==> src/rtl/serializer_arb_pkg.sv <==
// Shared types and width helpers for the serializer frame arbiter.
package serializer_arb_pkg;

    typedef enum logic [1:0] {
        IDLE  = 2'd0,
        ISSUE = 2'd1,
        DRAIN = 2'd2
    } arb_state_t;

    function automatic int word_cnt_width(input int n_samples);
        return $clog2(n_samples) + 1;
    endfunction

    function automatic int chan_id_width(input int n_ch);
        return $clog2(n_ch);
    endfunction

    localparam int DEF_WORD_CNT_W = word_cnt_width(8);
    localparam int DEF_CHAN_ID_W  = chan_id_width(4);

endpackage

==> src/rtl/rr_priority_picker.sv <==
// Combinational grant picker: round-robin after last_grant by default,
// lowest-index fixed priority when SERIALIZER_ARB_FIXED_PRIO_EN is defined.
module rr_priority_picker
    import serializer_arb_pkg::*;
#(
    parameter int N_CH = 4
) (
    input  logic [N_CH-1:0]                 req,
    input  logic [chan_id_width(N_CH)-1:0]  last_grant,
    output logic [N_CH-1:0]                 grant,
    output logic [chan_id_width(N_CH)-1:0]  grant_idx,
    output logic                            req_any
);
    localparam int CHW = chan_id_width(N_CH);

    logic found;
    int   idx;

    assign req_any = |req;

`ifdef SERIALIZER_ARB_FIXED_PRIO_EN
    logic unused_last_grant;
    assign unused_last_grant = ^last_grant;

    always_comb begin
        grant     = '0;
        grant_idx = '0;
        found     = 1'b0;
        idx       = 0;
        for (int i = 0; i < N_CH; i++) begin
            if (!found && req[i]) begin
                found     = 1'b1;
                idx       = i;
                grant[i]  = 1'b1;
                grant_idx = CHW'(i);
            end
        end
    end
`else
    // Search starts one past the previous winner and wraps around.
    always_comb begin
        grant     = '0;
        grant_idx = '0;
        found     = 1'b0;
        idx       = 0;
        for (int k = 1; k <= N_CH; k++) begin
            idx = int'(last_grant) + k;
            if (idx >= N_CH) idx = idx - N_CH;
            if (!found && req[idx]) begin
                found      = 1'b1;
                grant[idx] = 1'b1;
                grant_idx  = CHW'(idx);
            end
        end
    end
`endif

endmodule

==> src/rtl/serializer_frame_arbiter.sv <==
// Shares one serializer among N_CH frame producers; holds the grant until the
// snooped send handshake has emitted N_SAMPLES words. Option: SERIALIZER_ARB_FIXED_PRIO_EN.
//   state | meaning
//   IDLE  | waiting for any req_val; grants and latches a frame
//   ISSUE | latched frame offered on ser_msg/ser_val until ser_rdy
//   DRAIN | counting serializer send fires until the frame is out
module serializer_frame_arbiter
    import serializer_arb_pkg::*;
#(
    parameter int BIT_WIDTH = 32,
    parameter int N_SAMPLES = 8,
    parameter int N_CH      = 4
) (
    input  logic                                clk,
    input  logic                                reset,
    input  logic [N_CH*N_SAMPLES*BIT_WIDTH-1:0] req_msg,
    input  logic [N_CH-1:0]                     req_val,
    output logic [N_CH-1:0]                     req_rdy,
    output logic [N_SAMPLES*BIT_WIDTH-1:0]      ser_msg,
    output logic                                ser_val,
    input  logic                                ser_rdy,
    input  logic                                mon_val,
    input  logic                                mon_rdy,
    output logic [chan_id_width(N_CH)-1:0]      cur_chan,
    output logic                                cur_chan_val
);
    localparam int CHW  = chan_id_width(N_CH);
    localparam int CNTW = word_cnt_width(N_SAMPLES);
    localparam int FW   = N_SAMPLES * BIT_WIDTH;

    arb_state_t      state;
    logic [CHW-1:0]  last_grant;
    logic [CHW-1:0]  grant_idx;
    logic [CNTW-1:0] word_cnt;
    logic [FW-1:0]   frame_buf;
    logic [FW-1:0]   sel_frame;
    logic [N_CH-1:0] grant;
    logic            req_any;
    logic            accept;
    logic            fire;

    rr_priority_picker #(.N_CH(N_CH)) u_picker (
        .req        (req_val),
        .last_grant (last_grant),
        .grant      (grant),
        .grant_idx  (grant_idx),
        .req_any    (req_any)
    );

    always_comb begin
        sel_frame = '0;
        for (int c = 0; c < N_CH; c++) begin
            if (grant_idx == CHW'(c)) sel_frame = req_msg[c*FW +: FW];
        end
    end

    // Gated by reset so no requester sees an accept that the reset discards.
    assign accept       = (state == IDLE) && req_any && !reset;
    assign req_rdy      = accept ? grant : '0;
    assign fire         = mon_val && mon_rdy;
    assign ser_val      = (state == ISSUE);
    assign ser_msg      = frame_buf;
    assign cur_chan_val = (state != IDLE);

    always_ff @(posedge clk) begin
        if (reset) begin
            state      <= IDLE;
            last_grant <= CHW'(N_CH-1);
            word_cnt   <= '0;
            frame_buf  <= '0;
            cur_chan   <= '0;
        end else begin
            case (state)
                IDLE: begin
                    if (req_any) begin
                        frame_buf <= sel_frame;
                        cur_chan  <= grant_idx;
                        state     <= ISSUE;
                    end
                end
                ISSUE: begin
                    if (ser_rdy) begin
                        word_cnt <= '0;
                        state    <= DRAIN;
                    end
                end
                DRAIN: begin
                    if (fire) begin
                        word_cnt <= word_cnt + 1'b1;
                        if (word_cnt == CNTW'(N_SAMPLES-1)) begin
                            state <= IDLE;
`ifndef SERIALIZER_ARB_FIXED_PRIO_EN
                            last_grant <= cur_chan;
`endif
                        end
                    end
                end
                default: state <= IDLE;
            endcase
        end
    end

endmodule

==> config.mk <==
export PLATFORM = sky130hd
export DESIGN_NAME = serializer_frame_arbiter
export DESIGN_NICKNAME = d
export VERILOG_FILES = /design/src/rtl/serializer_arb_pkg.sv /design/src/rtl/rr_priority_picker.sv /design/src/rtl/serializer_frame_arbiter.sv
export SDC_FILE = /design/constraint.sdc
export NUM_CORES = 1
export LEC_CHECK = 0
export BUFFER_PORTS_ARGS = -buffer_cell sky130_fd_sc_hd__buf_2
export CAP_MARGIN = 10
export CORE_AREA = 3 3 507 509
export CTS_CLUSTER_SIZE = 20
export DETAILED_ROUTE_END_ITERATION = 6
export DIE_AREA = 0 0 510 512
export SETUP_SLACK_MARGIN = 0.1
export SYNTH_ARGS = -nofsm -noshare
export SYNTH_HDL_FRONTEND = slang
export SYNTH_SLANG_ARGS = --single-unit
==> constraint.sdc <==
create_clock -name clk -period 3.1 [get_ports clk]
set_clock_uncertainty 0.05 [all_clocks]
set_input_delay 0.155 -clock clk [delete_from_list [all_inputs] [get_ports clk]]
set_output_delay 0.155 -clock clk [all_outputs]
set_load 0.1 [all_outputs]
# Word level (Yosys, flattened, before mapping)
# Cells that the tools add are included.
# classes
n_addsub	9
n_bitwise	3
reduce_logical	23
n_eq_ne	10
muxes	48
order_cmp	12
# ops
cell	n
two-way mux 256 bit	4
>= comparator 32 x 1 -> 1 bit (second input constant)	4
>= comparator 32 x 4 -> 1 bit (second input constant)	4
< comparator 32 x 4 -> 1 bit (second input constant)	4
two-way mux 32 bit	4
subtractor 32 x 4 -> 32 bit (second input constant)	4
two-way mux 4 bit	7
two-way mux 2 bit	8
two-way mux 1 bit	15
OR 4 bit	3
logical AND 1 bit	10
binary-select mux 1 bit (select 2 bit)	4
demux 1 bit (select 2 bit)	4
case mux 4 bit (2 select lines)	1
adder 2 x 2 -> 3 bit (second input constant)	2
equality test 2 bit (second input constant)	3
inequality test 2 bit (second input constant)	3
case mux 2 bit (3 select lines)	1
AND reduction 3 bit	2
adder 2 x 3 -> 4 bit (second input constant)	1
adder 4 x 1 -> 4 bit (second input constant)	1
equality test 2 x 1 -> 1 bit (second input constant)	2
equality test 4 x 3 -> 1 bit (second input constant)	1
zero test 1 bit	4
7 further kinds	9
# totals
wordCells	110
ff_bits	266
out_inout_bits	264

# Depth between registers and ports, before layout
# depth
ltp_word	21
depth_mapped	13
mapped_depth_nobuf	8

# Modules after synthesis
# Synthesis repeated with hierarchy kept, for this count alone.
# unflattened
cells_unflattened	990
area_unflattened_um2	14964.4
# by_module_without_submodules
module	seq_area_each_um2	cells_per_inst	instances	area_each_um2
serializer_frame_arbiter	5325.1	940	1	14522.7
rr_priority_picker	0.0	50	1	441.7

# Least setup slack after synthesis
# Ideal clock, no wire load.
# synth_timing
kind	reg2out
start	reg last_grant[0]
end	out req_rdy[0]
t_arrival_ps	3306
n_path_buf	2
path_slack_ps	-411
path_stages_with_launch	10
required_time_ps	2895
path_cell_list	dfxtp_1 buf_6 inv_1 ha_1 buf_2 mux2i_1 mux2i_1 nor3_2 a221oi_1 nor2_1
# synth_between
elab_chain_cells	17
elab_cells_between_ends	65
# synth_lines
element	line	rtl
start: declaration	serializer_frame_arbiter.sv:32	logic [CHW-1:0] last_grant;
start signal: assignment	serializer_frame_arbiter.sv:68	last_grant <= CHW'(N_CH-1);
start signal: assignment	serializer_frame_arbiter.sv:93	last_grant <= cur_chan;
parallel branches: the longest is 15 deep, another holds subtractor 32 x 4 -> 32 bit	-	
two-way mux 4 bit (*)	rr_priority_picker.sv:49	if (!found && req[idx]) begin
two-way mux 4 bit (*)	serializer_frame_arbiter.sv:59	assign req_rdy = accept ? grant : '0;
end: declaration	serializer_frame_arbiter.sv:18	output logic [N_CH-1:0] req_rdy,
# Every way passes the cells marked *. The select of a mux whose other input is x is not followed.

# Worst setup path after layout
# layout_timing
start	reg last_grant[0]
end	reg frame_buf[33], in the netlist ser_msg[33]
# layout_between
elab_chain_cells	21
elab_cells_between_ends	49
# layout_lines
element	line	rtl
adder 2 x 1 -> 3 bit	rr_priority_picker.sv:47	idx = int'(last_grant) + k;
subtractor 32 x 4 -> 32 bit or >= comparator 32 x 4 -> 1 bit (tied branches)	rr_priority_picker.sv:48	if (idx >= N_CH) idx = idx - N_CH;
two-way mux 32 bit	rr_priority_picker.sv:48	
binary-select mux 1 bit (select 2 bit)	rr_priority_picker.sv:49	
two-way mux 1 bit (not written as such) (2 in series)	rr_priority_picker.sv:49	
two-way mux 1 bit	rr_priority_picker.sv:49	
zero test 1 bit	rr_priority_picker.sv:49	
logical AND 1 bit	rr_priority_picker.sv:49	
[2 not listed]	-	
logical AND 1 bit	rr_priority_picker.sv:49	
two-way mux 1 bit	rr_priority_picker.sv:49	
zero test 1 bit	rr_priority_picker.sv:49	
logical AND 1 bit	rr_priority_picker.sv:49	
two-way mux 2 bit (*)	rr_priority_picker.sv:49	
zero test 2 bit	serializer_frame_arbiter.sv:53	if (grant_idx == CHW'(c)) sel_frame = req_msg[c*FW +: FW];
two-way mux 256 bit (3 in series)	serializer_frame_arbiter.sv:53	
two-way mux 256 bit (*)	serializer_frame_arbiter.sv:53	
end signal: assignment	serializer_frame_arbiter.sv:76	frame_buf <= sel_frame;
end: declaration	serializer_frame_arbiter.sv:35	logic [FW-1:0] frame_buf;
# Every way passes the cells marked *; elsewhere a longest branch is shown, timed or not. The select of a mux whose other input is x is not followed.
# A chain may end at the register's enable or synchronous reset.

==> impl_results.md <==
* Outcome: finished with violations
* Failing checks: negative setup slack
* GRT Util Overall at between 10% and 20%
* Share of cells above drive strength 1 at about half
* #FFs+latches synth at about 270
* First-pass GRT wire length at 289600 µm
* Die Ht at approximately 510 µm
* Post-Synthesis Cell Area at 19920 µm²
* Max_cap viols at 0
* Synth top cells by count: nor4b_1, dfxtp_1, nand2_1, o31ai_1
* Number of DRC markers in iteration 0 at 3481
* CTS root buf: clkbuf_16
* Longest Clk Path Bufs at 3
* Peak supply drop at 348.7 µV
* IO buf count at 1296
* Hold Violations, Final at 0
* H-tree levels at 2
* Vias at 34950
* Setup crit end kind: register
* GRT overflow at 0
* Critical setup path kind: reg2reg
* Vias in the first global route at 32990
* Hold Slack at 0.03616 ns
* Antenna-violating nets left at 0
* EDFF count, synth at 0
* Fin crit period at ~3.3 ns
* Drt pass-1 iters at 6
* Yosys warning count at 0
* RSZ-0062 raised after global routing: true
* Post-synth ARST share at 0%
* Die width at 510 µm
* Fin. max-slew vios at 0
* Most frequent cell after synthesis: nor4b_1
* Worst Path Arrival at ~3.8 ns
* Clock Sinks at around 270
* Layout Utilization at 19.41%
* Post-route DRC at 0
* Synth unique cells at 43
* Sequential share of the synthesized area at a little over a quarter
* Pre-CTS WS at -0.1536 ns
* P&R area growth vs syn at 147.0%
* Die Area at roughly 260000 µm²
* Syn Area/Cell at 9.125 µm²
* Least-Margin Pin Slew at 0.8398 ns
* Wire per inst at 29.25 µm
* Row cnt at 185
* Crit path max fanout at 19
* Ranking of synthesized cells by area: nor4b_1, dfxtp_1, o31ai_1
* Top cell type's share of synthesized area at approximately 34%
* Drt total wl at 237100 µm
* Core area at between 200000 and 300000 µm²
* Leakage at between 15 and 20 nW
* Ports at 1297
* Starting density of the core at 7.859%
* Crit path launch type: register
* CTS tree: built
* Largest net degree at the start of global routing at 80
* Worst Setup Slack, final at -0.2396 ns
* NumNets Final at 5609
* Data required, critical path at 3.54 ns
* Worst-path clk slew at 0.06 ns
* Tcrit/Tclk final at 107.7%
* Final HPWL DP at about 180000 µm
* Routability cong. at 0.9632
* Total chip power at a little under 20 mW
* Slew margin rel. at 44.01%
* Final setup viols at 59
* Syn Nets at roughly 3200
* Area leader, netlist: nor4b_1
* Dominant synthesized flop cell: dfxtp_1
* FMAX at 299.4 MHz
* Worst skew pair latency at about 0.64 ns
* HP Class: in2reg
* Avg Vias per Cell at about 4.3
* Cell count after synthesis at 2183
* Initial antenna violation count at 250
* PwrDens at 396.6 nW/µm²
* Num CTS Buffers at 41
critical path: stages (launching register included):
cell       delay, ns
dfxtp_2         0.34
inv_2           0.05
ha_4            0.29
mux4_2          0.30
nor2b_4         0.14
a221o_1         0.36
buf_4           0.15
a22o_4          0.27
buf_16          0.19
buf_6           0.24
nor4b_2         0.57
a2111oi_2       0.15
stage by stage:
step,setup TNS [ns],cells,cell area (µm²)
after detailed placement,-3.507,6801,31990
after global placement,-1.056,6801,31990
after CTS,-0.02562,7913,44450
after floorplan,0,2183,20050
final,-2.467,8104,49200
after global routing,-16.38,8066,49110
path summary, 6_finish.rpt:
kind / start / to / slack (ns) / cells after the start
worst min register to register: cur_chan[0]$_SDFFE_PP0P_ / cur_chan[0]$_SDFFE_PP0P_ / 0.46 / 2
worst min-delay path: req_msg[208] / ser_msg[208]$_SDFFE_PP0P_ / 0.04 / 3
worst max register to register: last_grant[0]$_SDFFE_PP1P_ / ser_msg[33]$_SDFFE_PP0P_ / -0.24 / 11
worst max-delay path: last_grant[0]$_SDFFE_PP1P_ / ser_msg[33]$_SDFFE_PP0P_ / -0.24 / 11
state kept, by name (all words and copies together), names as in the netlist:
| name | flops |
|---|---|
| ser_msg | 256 |
| word_cnt | 4 |
| cur_chan | 2 |
| last_grant | 2 |
| state | 2 |
layout make-up:
cell class	count	area (µm²)
Fill cell	27260	204300
Multi-Input combinational cell	1626	17100
Clock buffer	61	1224
Tap cell	3366	4212
Inverter	5	18.77
Clock inverter	9	105.1
Timing Repair Buffer	2627	20850
Antenna cell	144	360.3
Sequential cell	266	5328
cell families (layout without fill, tap and decap cells):
family	Yosys count	count (layout)	share of synthesized area, %
buf+inv	291	2702	6.576
simple gates	1068	1068	39.71
xor+xnor	2	2	0.08795
mux	10	10	0.7035
flops	266	266	26.73
other cells	0	144	0
compound gates	537	537	25.63
fa+ha+maj	9	9	0.5653
repair_timing:
| item | CTS | global route |
|---|---|---|
| gates cloned | 9 | 26 |
| pin swaps | 120 | 145 |
| buffers inserted | 15 | 24 |
| gates resized for setup | 106 | 600 |
| hold endpoints to repair | 266 | 2 |
| hold buffers | 1018 | 2 |
| setup endpoints to repair | 239 | 259 |
metal layers:
layer / vias to the layer above / track usage, % / wire length [µm]
li1: 14280 / - / -
met5: - / 0 / 1106
met3: 1006 / 8.255 / 33450
met1: 16600 / 17.44 / 82640
met4: 164 / 9.673 / 19070
met2: 2898 / 25.27 / 100800
cells in the final DEF (no fill, tap or decap), types with 3 or more instances in the layout:
| master | synthesis | layout |
|---|---|---|
| nand2_1 | 263 | 262 |
| clkbuf_1 | 166 | 10 |
| inv_1 | 5 | 3 |
| buf_16 | 0 | 20 |
| a2111oi_4 | 0 | 10 |
| clkbuf_8 | 0 | 8 |
| clkinv_2 | 0 | 4 |
| buf_6 | 2 | 25 |
| ha_1 | 9 | 8 |
| mux4_2 | 3 | 3 |
| mux2i_1 | 5 | 3 |
| nand4_1 | 3 | 3 |
| a22oi_1 | 4 | 4 |
| a2111oi_1 | 166 | 87 |
| o31ai_1 | 256 | 154 |
| o31ai_2 | 0 | 63 |
| buf_12 | 0 | 64 |
| nor4b_1 | 767 | 476 |
| diode_2 | 0 | 144 |
| nor2_4 | 0 | 4 |
| o31ai_4 | 0 | 39 |
| nor2b_1 | 3 | 3 |
| buf_4 | 25 | 165 |
| dfxtp_1 | 266 | 264 |
| buf_8 | 0 | 20 |
| clkbuf_16 | 0 | 64 |
| a221oi_2 | 0 | 4 |
| a2111oi_2 | 86 | 159 |
| dlygate4sd3_1 | 0 | 1020 |
| nor4b_4 | 0 | 56 |
| buf_2 | 87 | 1292 |
| a21oi_1 | 3 | 3 |
| nor4b_2 | 0 | 235 |
| nor2_1 | 19 | 14 |
power breakdown:
part | leakage, nW | switching, mW | internal (mW)
clock | 0.653 | 2.19 | 2.87
combinational | 15.4 | 6.96 | 3.35
sequential | 2.20 | 0.287 | 3.85
Power figures use the tool's default switching activity.
